==> src/rtl/eth_mii_tx.sv <==
`default_nettype none
// ============================================================================
// Module  : eth_mii_tx
// Purpose : MII frame transmitter (preamble, SFD, payload, pad, FCS, IPG).
// Rev     : 1.0  initial release
// ============================================================================
module eth_mii_tx #(
    parameter int MTU     = 1536,
    parameter int ADDR_W  = 11,
    parameter int IPG_NIB = 24
) (
    input  logic              clk,
    input  logic              rst_n,
    input  logic              start,
    input  logic [15:0]       len,
    output logic              busy,
    output logic              done,
    output logic              err_len,
    output logic [ADDR_W-1:0] buf_addr,
    input  logic [7:0]        buf_rdata,
    output logic [3:0]        txd,
    output logic              tx_en
);

    localparam logic [2:0] S_IDLE = 3'd0;
    localparam logic [2:0] S_PRE  = 3'd1;
    localparam logic [2:0] S_SFD  = 3'd2;
    localparam logic [2:0] S_DATA = 3'd3;
    localparam logic [2:0] S_PAD  = 3'd4;
    localparam logic [2:0] S_FCS  = 3'd5;
    localparam logic [2:0] S_IPG  = 3'd6;

    // Byte counter is one bit wider than the address so len == MTU is representable.
    localparam int LW = ADDR_W + 1;
    localparam int CW = ($clog2(IPG_NIB) > 4) ? $clog2(IPG_NIB) : 4;

    localparam logic [LW-1:0] MIN_BYTES = LW'(60);
    localparam logic [15:0]   MTU_LEN   = 16'(MTU);
    localparam logic [CW-1:0] PRE_LAST  = CW'(14);
    localparam logic [CW-1:0] FCS_LAST  = CW'(7);
    localparam logic [CW-1:0] IPG_LAST  = CW'(IPG_NIB - 1);
    localparam logic [31:0]   CRC_POLY  = 32'hEDB88320;

    logic [2:0]        state_q, state_d;
    logic [CW-1:0]     cnt_q, cnt_d;
    logic              nib_q, nib_d;
    logic [LW-1:0]     byte_cnt_q, byte_cnt_d;
    logic [LW-1:0]     len_q, len_d;
    logic [ADDR_W-1:0] addr_q, addr_d;
    logic [3:0]        hi_q, hi_d;
    logic [31:0]       crc_q, crc_d;
    logic              done_q, done_d;
    logic              err_q, err_d;
    logic [LW-1:0]     byte_next;

    function automatic logic [31:0] crc_byte(input logic [31:0] c, input logic [7:0] b);
        logic [31:0] r;
        r = c ^ {24'h0, b};
        for (int i = 0; i < 8; i++) begin
            r = r[0] ? ((r >> 1) ^ CRC_POLY) : (r >> 1);
        end
        return r;
    endfunction

    always_ff @(posedge clk or negedge rst_n) begin
        if (!rst_n) begin
            state_q    <= S_IDLE;
            cnt_q      <= '0;
            nib_q      <= 1'b0;
            byte_cnt_q <= '0;
            len_q      <= '0;
            addr_q     <= '0;
            hi_q       <= '0;
            crc_q      <= 32'hFFFFFFFF;
            done_q     <= 1'b0;
            err_q      <= 1'b0;
        end else begin
            state_q    <= state_d;
            cnt_q      <= cnt_d;
            nib_q      <= nib_d;
            byte_cnt_q <= byte_cnt_d;
            len_q      <= len_d;
            addr_q     <= addr_d;
            hi_q       <= hi_d;
            crc_q      <= crc_d;
            done_q     <= done_d;
            err_q      <= err_d;
        end
    end

    assign byte_next = byte_cnt_q + 1'b1;

    always_comb begin
        state_d    = state_q;
        cnt_d      = cnt_q;
        nib_d      = nib_q;
        byte_cnt_d = byte_cnt_q;
        len_d      = len_q;
        addr_d     = addr_q;
        hi_d       = hi_q;
        crc_d      = crc_q;
        done_d     = 1'b0;
        err_d      = 1'b0;
        case (state_q)
            S_IDLE: begin
                if (start) begin
                    if (len == 16'd0 || len > MTU_LEN) begin
                        err_d = 1'b1;
                    end else begin
                        state_d = S_PRE;
                        len_d   = len[LW-1:0];
                        cnt_d   = '0;
                        addr_d  = '0;
                    end
                end
            end
            S_PRE: begin
                if (cnt_q == PRE_LAST) begin
                    state_d = S_SFD;
                    cnt_d   = '0;
                end else begin
                    cnt_d = cnt_q + 1'b1;
                end
            end
            S_SFD: begin
                state_d    = S_DATA;
                crc_d      = 32'hFFFFFFFF;
                byte_cnt_d = '0;
                nib_d      = 1'b0;
            end
            S_DATA: begin
                // Low-nibble cycle: the RAM word is live; fold it into the CRC, keep
                // its high nibble and request the next byte while still inside the frame.
                if (!nib_q) begin
                    nib_d = 1'b1;
                    hi_d  = buf_rdata[7:4];
                    crc_d = crc_byte(crc_q, buf_rdata);
                    if (byte_next < len_q) begin
                        addr_d = byte_next[ADDR_W-1:0];
                    end
                end else begin
                    nib_d      = 1'b0;
                    byte_cnt_d = byte_next;
                    if (byte_next == len_q) begin
                        state_d = (len_q < MIN_BYTES) ? S_PAD : S_FCS;
                        cnt_d   = '0;
                    end
                end
            end
            S_PAD: begin
                if (!nib_q) begin
                    nib_d = 1'b1;
                end else begin
                    nib_d      = 1'b0;
                    crc_d      = crc_byte(crc_q, 8'h00);
                    byte_cnt_d = byte_next;
                    if (byte_next == MIN_BYTES) begin
                        state_d = S_FCS;
                        cnt_d   = '0;
                    end
                end
            end
            S_FCS: begin
                crc_d = {4'hF, crc_q[31:4]};
                if (cnt_q == FCS_LAST) begin
                    state_d = S_IPG;
                    cnt_d   = '0;
                end else begin
                    cnt_d = cnt_q + 1'b1;
                end
            end
            S_IPG: begin
                if (cnt_q == IPG_LAST) begin
                    state_d = S_IDLE;
                    cnt_d   = '0;
                    done_d  = 1'b1;
                end else begin
                    cnt_d = cnt_q + 1'b1;
                end
            end
            default: state_d = S_IDLE;
        endcase
    end

    always_comb begin
        busy  = (state_q != S_IDLE);
        tx_en = 1'b0;
        txd   = 4'h0;
        case (state_q)
            S_PRE: begin
                tx_en = 1'b1;
                txd   = 4'h5;
            end
            S_SFD: begin
                tx_en = 1'b1;
                txd   = 4'hD;
            end
            S_DATA: begin
                tx_en = 1'b1;
                txd   = nib_q ? hi_q : buf_rdata[3:0];
            end
            S_PAD: begin
                tx_en = 1'b1;
                txd   = 4'h0;
            end
            S_FCS: begin
                tx_en = 1'b1;
                txd   = ~crc_q[3:0];
            end
            default: begin
                tx_en = 1'b0;
                txd   = 4'h0;
            end
        endcase
    end

    assign done     = done_q;
    assign err_len  = err_q;
    assign buf_addr = addr_q;

endmodule
`default_nettype wire
==> config.mk <==
export PLATFORM = sky130hd
export DESIGN_NAME = eth_mii_tx
export DESIGN_NICKNAME = d
export VERILOG_FILES = /design/src/rtl/eth_mii_tx.sv
export SDC_FILE = /design/constraint.sdc
export NUM_CORES = 1
export LEC_CHECK = 0
export CORE_ASPECT_RATIO = 0.8
export CORE_UTILIZATION = 54
export DETAILED_ROUTE_END_ITERATION = 10
export GPL_TIMING_DRIVEN = 0
export PLACE_DENSITY = 0.87
export SYNTH_ARGS = -nofsm -noshare
export SYNTH_HDL_FRONTEND = slang
export SYNTH_SLANG_ARGS = --single-unit
==> constraint.sdc <==
create_clock -name clk -period 2.7 [get_ports clk]
set_input_delay 0.54 -clock clk [delete_from_list [all_inputs] [get_ports clk]]
set_output_delay 0.54 -clock clk [all_outputs]
set_load 0.01 [all_outputs]
==> impl_metrics.ini <==
[synth]
ys.flop_type = dfrtp_1
synthTopCellsByArea = dfrtp_1, dfstp_2, xnor2_1, xor2_1, nor2_1
synthSimpleGateAreaFrac_pct = 13.5
synth.most_common_cell = xnor2_1
synth_top_area_share_pct = 20.5
syn-cell-area_um2 = 6100
synth-compound-area-share_pct = 14.3
synth_nets = 685
ys_types = 62
synth_top_family_by_area = XOR/XNOR gates
synth-seq-area-share_pct = 34.3
synth_top_cells_by_count = xnor2_1, nor2_1, nand2_1, dfrtp_1
synth.avg_cell_area_um2 = 9.47
synthMuxAreaShare_pct = 5.87
synth_xor_xnor_area_share_pct = 24.4
ys_warn_count = 0
synth-adder-area-share_pct = 2.87
postSynthCellCount = 644
ys_async_sr_fraction_pct = 100
yosysTopAreaCell = dfrtp_1
synth_edf_count = 0
ys_ff_latch = 82

[cts]
ctsRootBufferMaster = clkbuf_16
clkTransAtPathRegs_ns = 0.07
clock_latency_ns = 0.36
cts_tree = yes
cts.path.max_buffers = 2
htreeDepth = 3
cts_hold_buf = 0
cts_buffers = 9
cts_sinks = 82

[global_route]
antenna_found_initial = 0
track_usage_pct = 32.5
grt_pass1_vias = 5420
grt_pass1_wl_mm = 29.1
grt_max_degree = 54
grt_overflow = 0

[timing]
layout_min_cycle_time_ns = 2.78
fin_crit_sh_pct = 103
final.setup.tns_ns = -0.649
slew_headroom_pct = 43.4
setup_viol = 13
fmax_mhz = 360
finClkSkew_ns = 0.0146
finalWorstSetupSlack_ns = -0.0815
rsz0062_at_grt = yes
hold_slack_ns = 0.151
tightestPinTransition_ns = 0.846
drv_slew = 0
finalHoldViolCount = 0

[power]
seqPwrFrac_pct = 19.6
p_int_mw = 6.13
clock_power_share_pct = 13.7
p_sw_share_pct = 43.5
p_leak_nw = 3.26
powerDensity_nw_per_um2 = 1420
p_total_mw = 10.9
ir_worst_vdd_mv = 1.12
combPwrFrac_pct = 66.7
switchingPower_mw = 4.73

[run_status]
violations = setup timing
status = finished, violations left

[run]
maxCapViolations = 0

[layout]
multi_input_area_um2 = 4010
nets = 772
fin_area_um2 = 7670
fillerInstances = 736
area.sequential_um2 = 2100
final_util_pct = 70.1
drive_gt1_share_pct = 25.0
syn2layout_area_growth_pct = 25.8
layout.cells.non_filler = 880
antenna_cells = 0

[critical_path]
crit_path_end_kind = flip-flop
cpMostUsedCell = buf_6
crit_chain = nand3_4, buf_6, nor3_4, xnor2_2, inv_2, ha_4, a21o_1, nor2_1, nor4_1, o21ai_1, nand4_1, buf_6, mux2_4
cpPeakStageDelay_ns = 0.44
r2r_slack_ns = -0.08
crit-reg2reg-launch = byte_cnt_q[0]
path_class = flip-flop to flip-flop
worstSetupStartpoint = byte_cnt_q[0]
crit_arrival_ns = 3.02
cp-start-kind = flip-flop
path_max_fanout = 6
crit_path_top_delay_cell = dfrtp_2
crit_required_ns = 2.94

[drt]
wl_per_cell_um = 21.9
drtPass1Iterations = 6
vias = 5612
drt_iter0_drc = 545
viasPerCell = 6.38
drt_drc_violations_left = 0
drt-total-wl_mm = 19.3
detail-route-antenna-nets = 0

[die]
die_h_um = 97.0
start_util_pct = 55.8
coreArea_um2 = 10900
io_pins = 46
die_width_um = 121
dieArea_um2 = 11700
rows = 34

[place]
port-buffer-count = 43
dp_cells = 832
hpwl_mm = 12.4
gp_congestion = 1.03
pre_cts_slack_ns = -0.408
placed_cell_area_um2 = 6730

[min_path]
hold_class = primary input to async pin
-- routing by layer --
layer	part of all wire (%)	GRT usage, %
met1	41	45.3
met5	0	0
met4	3.3	12.0
met2	45	48.2
met3	11	8.90
-- critical path: cells and delay by family (launching register included) --
kind                     cells  cell delay (ns)
AO/OA/AOI/OAI                2             0.25
XOR/XNOR                     1             0.20
AND/OR/NAND/NOR              5             0.79
flip-flops                   1             0.44
adder cells (fa/ha/maj)      1             0.28
multiplexers                 1             0.30
buffers and inverters        3             0.42
-- cell usage in the layout, fill, tap and decap left out, drive strengths merged, types with 3 or more instances in the layout --
| master | count |
|---|---|
| o21ai | 27 |
| o21a | 6 |
| nor3 | 12 |
| ha | 14 |
| a21o | 5 |
| clkdlybuf4s50 | 38 |
| nor4 | 3 |
| nand4 | 7 |
| clkbuf | 31 |
| xor2 | 40 |
| xnor3 | 5 |
| mux2i | 14 |
| a21oi | 36 |
| inv | 24 |
| and3 | 3 |
| nor2b | 7 |
| a211o | 3 |
| dfrtp | 50 |
| xnor2 | 100 |
| dlygate4sd2 | 3 |
| o22ai | 4 |
| a31oi | 7 |
| and2 | 7 |
| a221oi | 24 |
| mux2 | 19 |
| nand3 | 8 |
| dfstp | 32 |
| nand2 | 54 |
| nand2b | 4 |
| buf | 52 |
| nor2 | 60 |
| bufinv | 3 |
| a211oi | 4 |
-- what timing repair did --
action / CTS / global route
pin swaps: 9 / 31
setup endpoints to repair: 35 / 40
gates resized for setup: 35 / 42
cloned: 0 / 0
buffers inserted: 12 / 22
-- flip-flops by register name, indices dropped and copies added, names as in the netlist --
| signal | count |
|---|---|
| buf_addr | 11 |
| cnt_q | 5 |
| done | 1 |
| crc_q | 32 |
| nib_q | 1 |
| state_q | 3 |
| err_len | 1 |
| byte_cnt_q | 12 |
| len_q | 12 |
| hi_q | 4 |
-- cell type report --
| class | count | share of cell area, % |
|---|---|---|
| sequential | 82 | 27.4 |
| clock inverter | 7 | 1.62 |
| multi-input combinational | 500 | 52.2 |
| timing repair buffer | 78 | 9.56 |
| tap | 144 | 2.35 |
| buffer | 38 | 2.81 |
| inverter | 22 | 1.08 |
| clock buffer | 9 | 2.94 |
-- logic make-up after synthesis --
logic type / after synthesis
DFF: 82
buffers and inverters: 62
muxes: 33
adders and majority gates: 14
and+or+nand+nor: 176
AOI/OAI and AO/OA: 132
xor gates and xnor gates: 145
-- path summary, 6_finish.rpt --
kind                                    end  cells past startpoint
worst max-delay path            buf_addr[6]                     13
worst min-delay path                   done                      1
worst max register to register  buf_addr[6]                     13
worst min register to register      hi_q[1]                      1
max in group asynchronous          crc_q[4]                      2
min in group clk                    hi_q[1]                      1
-- power groups by stage --
stage	Clock (mW)	Combinational, mW	Sequential (mW)
after floorplan	0	5.65	2.03
after global placement	0	6.71	2.11
after detailed placement	0	6.88	2.12
after CTS	1.47	6.98	2.10
after global routing	1.53	7.70	2.15
final	1.49	7.25	2.13
No activity file was read; power rests on OpenSTA's default activity.
